## config.mk

```make
export PLATFORM = sky130hd
export DESIGN_NAME = led_breathe_pwm_flat
export DESIGN_NICKNAME = d
export VERILOG_FILES = /design/src/rtl/led_breathe_pkg.sv /design/src/rtl/led_breathe_pwm_if.sv /design/src/rtl/led_pwm_gen.sv /design/src/rtl/led_breathe_pwm.sv /design/src/flat_wrapper.sv
export SDC_FILE = /design/constraint.sdc
export NUM_CORES = 1
export LEC_CHECK = 0
export BUFFER_PORTS_ARGS = -buffer_cell sky130_fd_sc_hd__clkbuf_2
export CAP_MARGIN = 20
export CORE_AREA = 2 2 77 79
export CTS_BUF_LIST = sky130_fd_sc_hd__clkbuf_16
export CTS_CLUSTER_DIAMETER = 150
export CTS_CLUSTER_SIZE = 14
export DETAILED_ROUTE_END_ITERATION = 16
export DIE_AREA = 0 0 79 81
export GPL_TIMING_DRIVEN = 0
export PLACE_DENSITY = 0.61
export SETUP_SLACK_MARGIN = 0.15
export SLEW_MARGIN = 15
export SYNTH_ARGS = -nofsm -noshare
export SYNTH_HDL_FRONTEND = slang
export SYNTH_HIERARCHICAL = 1
export SYNTH_SLANG_ARGS = --single-unit
```

## constraint.sdc

```tcl
create_clock -name clk -period 4.3 [get_ports clk]
set_input_delay 0.645 -clock clk [delete_from_list [all_inputs] [get_ports clk]]
set_output_delay 0.645 -clock clk [all_outputs]
set_load 0.01 [all_outputs]
```

## src/rtl/led_breathe_pkg.sv

```systemverilog
// Shared definitions for the LED breathing envelope.
//   phase_e  : envelope FSM state; the encoding is visible on the phase output
//   duty_max : full-scale duty value for a given PWM width
package led_breathe_pkg;

  typedef enum logic [1:0] {
    IDLE = 2'd0,
    UP   = 2'd1,
    HOLD = 2'd2,
    DOWN = 2'd3
  } phase_e;

  function automatic int duty_max(input int bits);
    return (1 << bits) - 1;
  endfunction

endpackage

```

## src/rtl/led_breathe_pwm_if.sv

```systemverilog
// Signal bundle between the blinker/controller side and the breathing LED block.
//   tick    : one-cycle step strobe (blinker wrap pulse)
//   en      : level enable; 0 sends the envelope dark
//   led_out : registered PWM drive for the LED pin
//   phase   : current envelope FSM state
//   duty    : current target duty
//   peak    : one-cycle pulse on entry to the peak hold
// master = controller side, slave = led_breathe_pwm.
interface led_breathe_pwm_if #(
  parameter int PWM_BITS = 8
);
  logic                tick;
  logic                en;
  logic                led_out;
  logic [1:0]          phase;
  logic [PWM_BITS-1:0] duty;
  logic                peak;

  modport master (output tick, en, input led_out, phase, duty, peak);
  modport slave  (input tick, en, output led_out, phase, duty, peak);
endinterface

```

## src/rtl/led_pwm_gen.sv

```systemverilog
// Free-running PWM renderer.
//   clk, rst : clock, asynchronous active-high reset
//   duty     : requested duty, sampled only at the period boundary
//   led_out  : registered PWM output, high for duty cycles of each 2**PWM_BITS period
module led_pwm_gen
  import led_breathe_pkg::*;
#(
  parameter int PWM_BITS = 8
) (
  input  logic                clk,
  input  logic                rst,
  input  logic [PWM_BITS-1:0] duty,
  output logic                led_out
);

  localparam logic [PWM_BITS-1:0] MAX_V = PWM_BITS'(duty_max(PWM_BITS));

  logic [PWM_BITS-1:0] pwm_cnt;
  logic [PWM_BITS-1:0] duty_act;

  // NOTE: sequential state is assigned with <= so every register samples the
  // pre-edge values of its neighbours regardless of statement order.
  always_ff @(posedge clk or posedge rst) begin
    if (rst) begin
      pwm_cnt  <= '0;
      duty_act <= '0;
      led_out  <= 1'b0;
    end else begin
      pwm_cnt <= pwm_cnt + 1'b1;  // natural wrap MAX -> 0
      // Latch only on the last count so a period is never split between two duties.
      if (pwm_cnt == MAX_V) duty_act <= duty;
      led_out <= (pwm_cnt < duty_act);
    end
  end

endmodule

```

## src/rtl/led_breathe_pwm.sv

```systemverilog
// Breathing LED envelope: steps a duty target up/down on each tick, holds at
// peak and floor, and renders it through led_pwm_gen.
//   clk, rst : clock, asynchronous active-high reset
//   bus      : led_breathe_pwm_if slave (tick, en in; led_out, phase, duty, peak out)
module led_breathe_pwm
  import led_breathe_pkg::*;
#(
  parameter int PWM_BITS   = 8,
  parameter int STEP       = 16,
  parameter int HOLD_TICKS = 4
) (
  input  logic               clk,
  input  logic               rst,
  led_breathe_pwm_if.slave   bus
);

  localparam int                  MAX    = duty_max(PWM_BITS);
  localparam logic [PWM_BITS-1:0] MAX_V  = PWM_BITS'(MAX);
  localparam logic [PWM_BITS:0]   MAX_X  = (PWM_BITS+1)'(MAX);
  localparam logic [PWM_BITS:0]   STEP_X = (PWM_BITS+1)'(STEP);
  localparam int                  HC_W   = $clog2(HOLD_TICKS + 1);
  localparam logic [HC_W-1:0]     HOLD_V = HC_W'(HOLD_TICKS);

  phase_e              state, state_nxt;
  logic [PWM_BITS-1:0] duty, duty_nxt;
  logic [HC_W-1:0]     hold_cnt, hold_cnt_nxt, hold_inc;
  logic                hold_dir, hold_dir_nxt;  // 1 = peak hold, 0 = floor hold
  logic                peak, peak_nxt;
  logic                led_q;

  // One extra bit so the step can overshoot / underflow and be clamped, never wrap.
  logic [PWM_BITS:0] sum, diff;
  logic              sat_hi, sat_lo, hold_done;

  assign sum       = {1'b0, duty} + STEP_X;
  assign diff      = {1'b0, duty} - STEP_X;
  assign sat_hi    = (sum >= MAX_X);
  assign sat_lo    = diff[PWM_BITS] || (diff == '0);  // borrow out means below zero
  assign hold_inc  = hold_cnt + 1'b1;
  assign hold_done = (hold_inc == HOLD_V);

  // State register (FSM state plus the envelope datapath it controls).
  always_ff @(posedge clk or posedge rst) begin
    if (rst) begin
      state    <= IDLE;
      duty     <= '0;
      hold_cnt <= '0;
      hold_dir <= 1'b0;
      peak     <= 1'b0;
    end else begin
      state    <= state_nxt;
      duty     <= duty_nxt;
      hold_cnt <= hold_cnt_nxt;
      hold_dir <= hold_dir_nxt;
      peak     <= peak_nxt;
    end
  end

  // Next-state logic. Dropping en overrides everything, including a coincident tick.
  always_comb begin
    // NOTE: default first so every path assigns the variable and no latch is inferred.
    state_nxt = state;
    if (!bus.en) begin
      state_nxt = IDLE;
    end else begin
      unique case (state)
        IDLE: state_nxt = UP;  // entry cycle does not consume a tick
        UP:   if (bus.tick && sat_hi)    state_nxt = HOLD;
        HOLD: if (bus.tick && hold_done) state_nxt = hold_dir ? DOWN : UP;
        DOWN: if (bus.tick && sat_lo)    state_nxt = HOLD;
        default: state_nxt = IDLE;
      endcase
    end
  end

  // Output / datapath logic.
  always_comb begin
    duty_nxt     = duty;
    hold_cnt_nxt = hold_cnt;
    hold_dir_nxt = hold_dir;
    peak_nxt     = 1'b0;
    if (!bus.en) begin
      duty_nxt     = '0;
      hold_cnt_nxt = '0;
    end else begin
      unique case (state)
        IDLE: duty_nxt = '0;
        UP: if (bus.tick) begin
          duty_nxt = sat_hi ? MAX_V : sum[PWM_BITS-1:0];
          if (sat_hi) begin
            hold_cnt_nxt = '0;
            hold_dir_nxt = 1'b1;
            peak_nxt     = 1'b1;
          end
        end
        HOLD: if (bus.tick) hold_cnt_nxt = hold_done ? '0 : hold_inc;
        DOWN: if (bus.tick) begin
          duty_nxt = sat_lo ? '0 : diff[PWM_BITS-1:0];
          if (sat_lo) begin
            hold_cnt_nxt = '0;
            hold_dir_nxt = 1'b0;
          end
        end
        default: duty_nxt = '0;
      endcase
    end
  end

  led_pwm_gen #(.PWM_BITS(PWM_BITS)) u_pwm (
    .clk     (clk),
    .rst     (rst),
    .duty    (duty),
    .led_out (led_q)
  );

  assign bus.led_out = led_q;
  assign bus.phase   = state;
  assign bus.duty    = duty;
  assign bus.peak    = peak;

endmodule

```

## src/flat_wrapper.sv

```systemverilog
// flat-port wrapper written by rule: the top's interface ports become plain ports
module led_breathe_pwm_flat import led_breathe_pkg::*;
#(
  parameter int PWM_BITS   = 8,
  parameter int STEP       = 16,
  parameter int HOLD_TICKS = 4
)
  (clk, rst, bus_tick, bus_en, bus_led_out, bus_phase, bus_duty, bus_peak);
  led_breathe_pwm_if #(.PWM_BITS(PWM_BITS)) bus_i ();
  input  logic clk;
  input  logic rst;
  input wire logic [$bits(bus_i.tick)-1:0] bus_tick;
  input wire logic [$bits(bus_i.en)-1:0] bus_en;
  output wire logic [$bits(bus_i.led_out)-1:0] bus_led_out;
  output wire logic [$bits(bus_i.phase)-1:0] bus_phase;
  output wire logic [$bits(bus_i.duty)-1:0] bus_duty;
  output wire logic [$bits(bus_i.peak)-1:0] bus_peak;
  assign bus_i.tick = bus_tick;
  assign bus_i.en = bus_en;
  assign bus_led_out = bus_i.led_out;
  assign bus_phase = bus_i.phase;
  assign bus_duty = bus_i.duty;
  assign bus_peak = bus_i.peak;
  led_breathe_pwm #(.PWM_BITS(PWM_BITS), .STEP(STEP), .HOLD_TICKS(HOLD_TICKS)) u_core (.clk(clk), .rst(rst), .bus(bus_i));
endmodule
```

==> summary.md <==
The run finished with clean final reports. For this run, the detailed router's first-pass iteration total came to 4. The switching power of the nets is 346 µW.

Type of destination of the critical path: a flip-flop. The number of nets in the synthesized netlist is 204. The first global-routing pass estimated 6580 µm of wire. Setup repair after global routing left no endpoint under its margin. The share of synthesized flip-flops with an asynchronous set or reset is 100%. After the flow finishes, the layout carries non-filler instances totaling 280.

The logs give 5 for the total CTS buffers and 2 for the worst-case clock buffer depth. The path category of the worst min-delay check was input port to async pin. Counting flops with a built-in enable in the synthesized netlist gives 0. The tools report the number of global-route vias before repair as 1,374. The clock period could shrink to 2430 ps. By area the synthesized netlist is led by sky130_fd_sc_hd__dfrtp_1 (38%), sky130_fd_sc_hd__ha_1 (12%), sky130_fd_sc_hd__mux2_4 (6.3%).

Clock-pin slew was measured on the worst setup and hold paths at 50 ps. In the post-synthesis netlist, the cell with the most instances is sky130_fd_sc_hd__dfrtp_1. Among cell families on the critical path, the largest total delay comes from compound AO/OA/AOI/OAI gates.

The internal power of the cells totals 693 µW. The fraction of power spent switching nets was 33.3%; the number of setup violations in the final report was 0. The tree built by TritonCTS fans out to 29 sinks. Synthesis produced 182 cells. The most instantiated flip-flop cell in the synthesis netlist was sky130_fd_sc_hd__dfrtp_1. H-tree level count: 2.

The slew of the pin with the lowest slew margin works out to 642 ps. After detailed routing, the total wire length is 3780 µm. The maximum vdd ir drop was 0.000215 V. The final-report max-slew violation count is 0.

Using the TritonRoute via totals, the vias-per-cell ratio works out to 5.01. The fraction of final layout cells sized beyond drive strength 1 works out to 23.4%. The buffers plus inverters on the worst setup path works out to 1. The run gives 0 as the total count of hold-check failures in the final report.

Post-CTS setup-driven buffer insertion count: 0. Entering global routing, the biggest net connects 18 pins. Half-perimeter wire length of the detailed placement result: 2780 µm. The critical path in this run is classified as flip-flop to flip-flop. The synthesized netlist occupies a cell area of 0.00190 mm². The die is 81 µm tall. The analysis attributes to cell leakage a power of 1.03 nW. Counting flops and latches in the post-synthesis netlist gives 29. In the global route stage, overall resource usage came out at 13.1%. Once layout is complete, the utilization of the core stands at 39.2%. The delay of the slowest critical-path stage was 570 ps.

The slowest stage cell on the critical path is sky130_fd_sc_hd__dfrtp_1. Counting the fill cells in the layout gives 575. The starting density of the core came out at 33.4%. TritonCTS built the clock tree. In this run the clock root is driven by a sky130_fd_sc_hd__clkbuf_16.

The tools report the relative slew slack as 57.1%. The floorplan step set the die width to 79 µm. In this run the worst path has a maximum fanout of 10. The total negative slack was 0 ps; the number of hold-repair buffers added at the cts stage was 0. Sequential cells burn 31.1% of the power. The power density over the cells was 467 mW/mm²; the top achievable clock speed was 0.412 GHz. Prior to clock tree synthesis, the placed netlist has a worst setup slack of 1870 ps. In this run the mean area of a mapped cell was 10.4 µm².

The area of the die is 0.00640 mm². After floorplanning, the core was divided into 28 placement rows. The final critical path takes up 56.4% of the cycle. Initial antenna violation count: 0. The share of total power dissipated in the clock network is 36.7%. For the least setup slack across all paths after layout, the log shows 1870 ps. After the last flow step, the layout net total stands at 226.

The vias after detailed routing is 1,403, and the port buffer count is 15. Routability-driven placement finished with a final weighted congestion of 0.839. The logs give 0 for the antenna cell count and 32.2% for the portion of total power attributed to combinational logic. The number of gates resized after CTS was 0. The area growth from synthesis to layout is 17.5%. The run gives 38.3% as the proportion of synthesized chip area in sequential cells. The remaining antenna violation count was 0. The core outline area is 0.00568 mm².

Summed over all instances, the cell type with the most area after synthesis is sky130_fd_sc_hd__dfrtp_1. The tools report the yosys synthesis warning count as 6. Global routing finished with a remaining overflow of 0. Clock insertion delay at the later pin of the skew report: 270 ps.

The sort of element at the start of the critical path is a flip-flop. The number of top-level pins is 16. Summed over its instances, the top area cell type makes up 38.3% of the synthesized netlist area. The tools report the setup clock skew after layout as 4.81 ps. The number of cells in the design after placement is 272. After detailed routing, the number of remaining DRC violations is 0.

Data on the critical path arrives at its endpoint at 2580 ps. Data on the critical path is required at its endpoint by 4450 ps. After detailed routing, the average wire length per cell comes to 13.5 µm.

In this run, distinct cell masters in the synthesized netlist total 49. The max-capacitance violation count is 0. Walking the worst path, the cells encountered are inv_1 > ha_1 > nor2b_1 > o21ai_1 > a211oi_2 > o311ai_0 > o21ai_0 > a22o_1.

The first routing iteration left 78 violations. After synthesis, the most frequently instantiated cells are sky130_fd_sc_hd__dfrtp_1 (29), sky130_fd_sc_hd__inv_1 (19), sky130_fd_sc_hd__ha_1 (18).
-- placed cells by master, fill, tap and decap left out, types with 2 or more instances in the layout --
master,n
sky130_fd_sc_hd__xor2_1,4
sky130_fd_sc_hd__a21oi_1,8
sky130_fd_sc_hd__xnor2_1,5
sky130_fd_sc_hd__nand2_1,11
sky130_fd_sc_hd__nor3_1,4
sky130_fd_sc_hd__inv_1,20
sky130_fd_sc_hd__nor2b_1,2
sky130_fd_sc_hd__clkbuf_16,5
sky130_fd_sc_hd__dfrtp_1,29
sky130_fd_sc_hd__nand3_1,6
sky130_fd_sc_hd__clkbuf_2,15
sky130_fd_sc_hd__a31oi_1,2
sky130_fd_sc_hd__o21ai_0,10
sky130_fd_sc_hd__buf_6,2
sky130_fd_sc_hd__nand4b_1,2
sky130_fd_sc_hd__clkbuf_1,2
sky130_fd_sc_hd__a22o_1,3
sky130_fd_sc_hd__ha_1,18
sky130_fd_sc_hd__nor2_1,11
sky130_fd_sc_hd__mux2_4,8
sky130_fd_sc_hd__o31ai_1,3
sky130_fd_sc_hd__a211o_1,2
sky130_fd_sc_hd__buf_4,3
-- sequential cells by signal, summed over array words and instances, names as in the netlist --
register and flops:
u_core/u_pwm/duty_act 8, u_core/u_pwm/pwm_cnt 8, u_core/bus.duty 5, u_core/hold_cnt 3, u_core/bus.phase 2, u_core/bus.peak 1
u_core/hold_dir 1, u_core/u_pwm/led_out 1
-- final cells by class --
type	count	area, µm²	area share, %
multi-input combinational	126	1040	46.7
sequential	29	726	32.6
clock buffer	5	125	5.62
tap	75	93.8	4.21
timing repair buffer	15	75.1	3.37
inverter	19	71.3	3.20
buffer	8	57.6	2.58
clock inverter	3	37.5	1.69
-- routing by layer --
layer  wire (µm)  GRT usage [%]  share of wire [%]  vias to the layer above
li1            -              -                  -                      687
met4          50           5.17                1.3                        0
met5           0              0                  0                        -
met2        1870           22.4                 50                       38
met3         166           3.56                4.4                        6
met1        1690           15.7                 45                      672
-- power groups by stage --
stage	Combinational [mW]	Clock [mW]	Sequential (mW)
floorplan	0.253	0	0.329
global placement	0.331	0	0.328
detailed placement	0.333	0	0.328
CTS	0.334	0.391	0.324
global route	0.373	0.404	0.328
finish	0.335	0.381	0.323
-- metrics by stage --
| stage | hold WS (ps) | cell area, µm² | total power, mW |
|---|---|---|---|
| global placement | 481 | 2060 | 0.659 |
| finish | 371 | 2230 | 1.04 |
| global route | 404 | 2230 | 1.11 |
| CTS | 386 | 2230 | 1.05 |
| detailed placement | 491 | 2060 | 0.661 |
| floorplan | 443 | 1900 | 0.582 |
-- cell families after synthesis --
logic type / share of synthesized area, %
and+or+nand+nor: 14.0
DFF: 38.3
adders and majority gates: 11.9
buffers and inverters: 6.80
muxes: 6.93
xor gates and xnor gates: 4.16
AOI/OAI and AO/OA: 18.0
-- path summary, 6_finish.rpt --
| check | from | cells after the start | to | slack, ps |
|---|---|---|---|---|
| worst min-delay path | rst | 2 | u_core/bus.peak | 370 |
| worst min register to register | u_core/u_pwm/pwm_cnt[0] | 1 | u_core/u_pwm/pwm_cnt[0] | 500 |
| min in group clk | u_core/u_pwm/pwm_cnt[0] | 1 | u_core/u_pwm/pwm_cnt[0] | 500 |
| worst max register to register | u_core/bus.duty[5] | 8 | u_core/hold_cnt[2] | 1870 |
| max in group asynchronous | rst | 2 | u_core/u_pwm/pwm_cnt[6] | 3440 |
| worst max-delay path | u_core/bus.duty[5] | 8 | u_core/hold_cnt[2] | 1870 |
No activity file was read; power rests on OpenSTA's default activity.
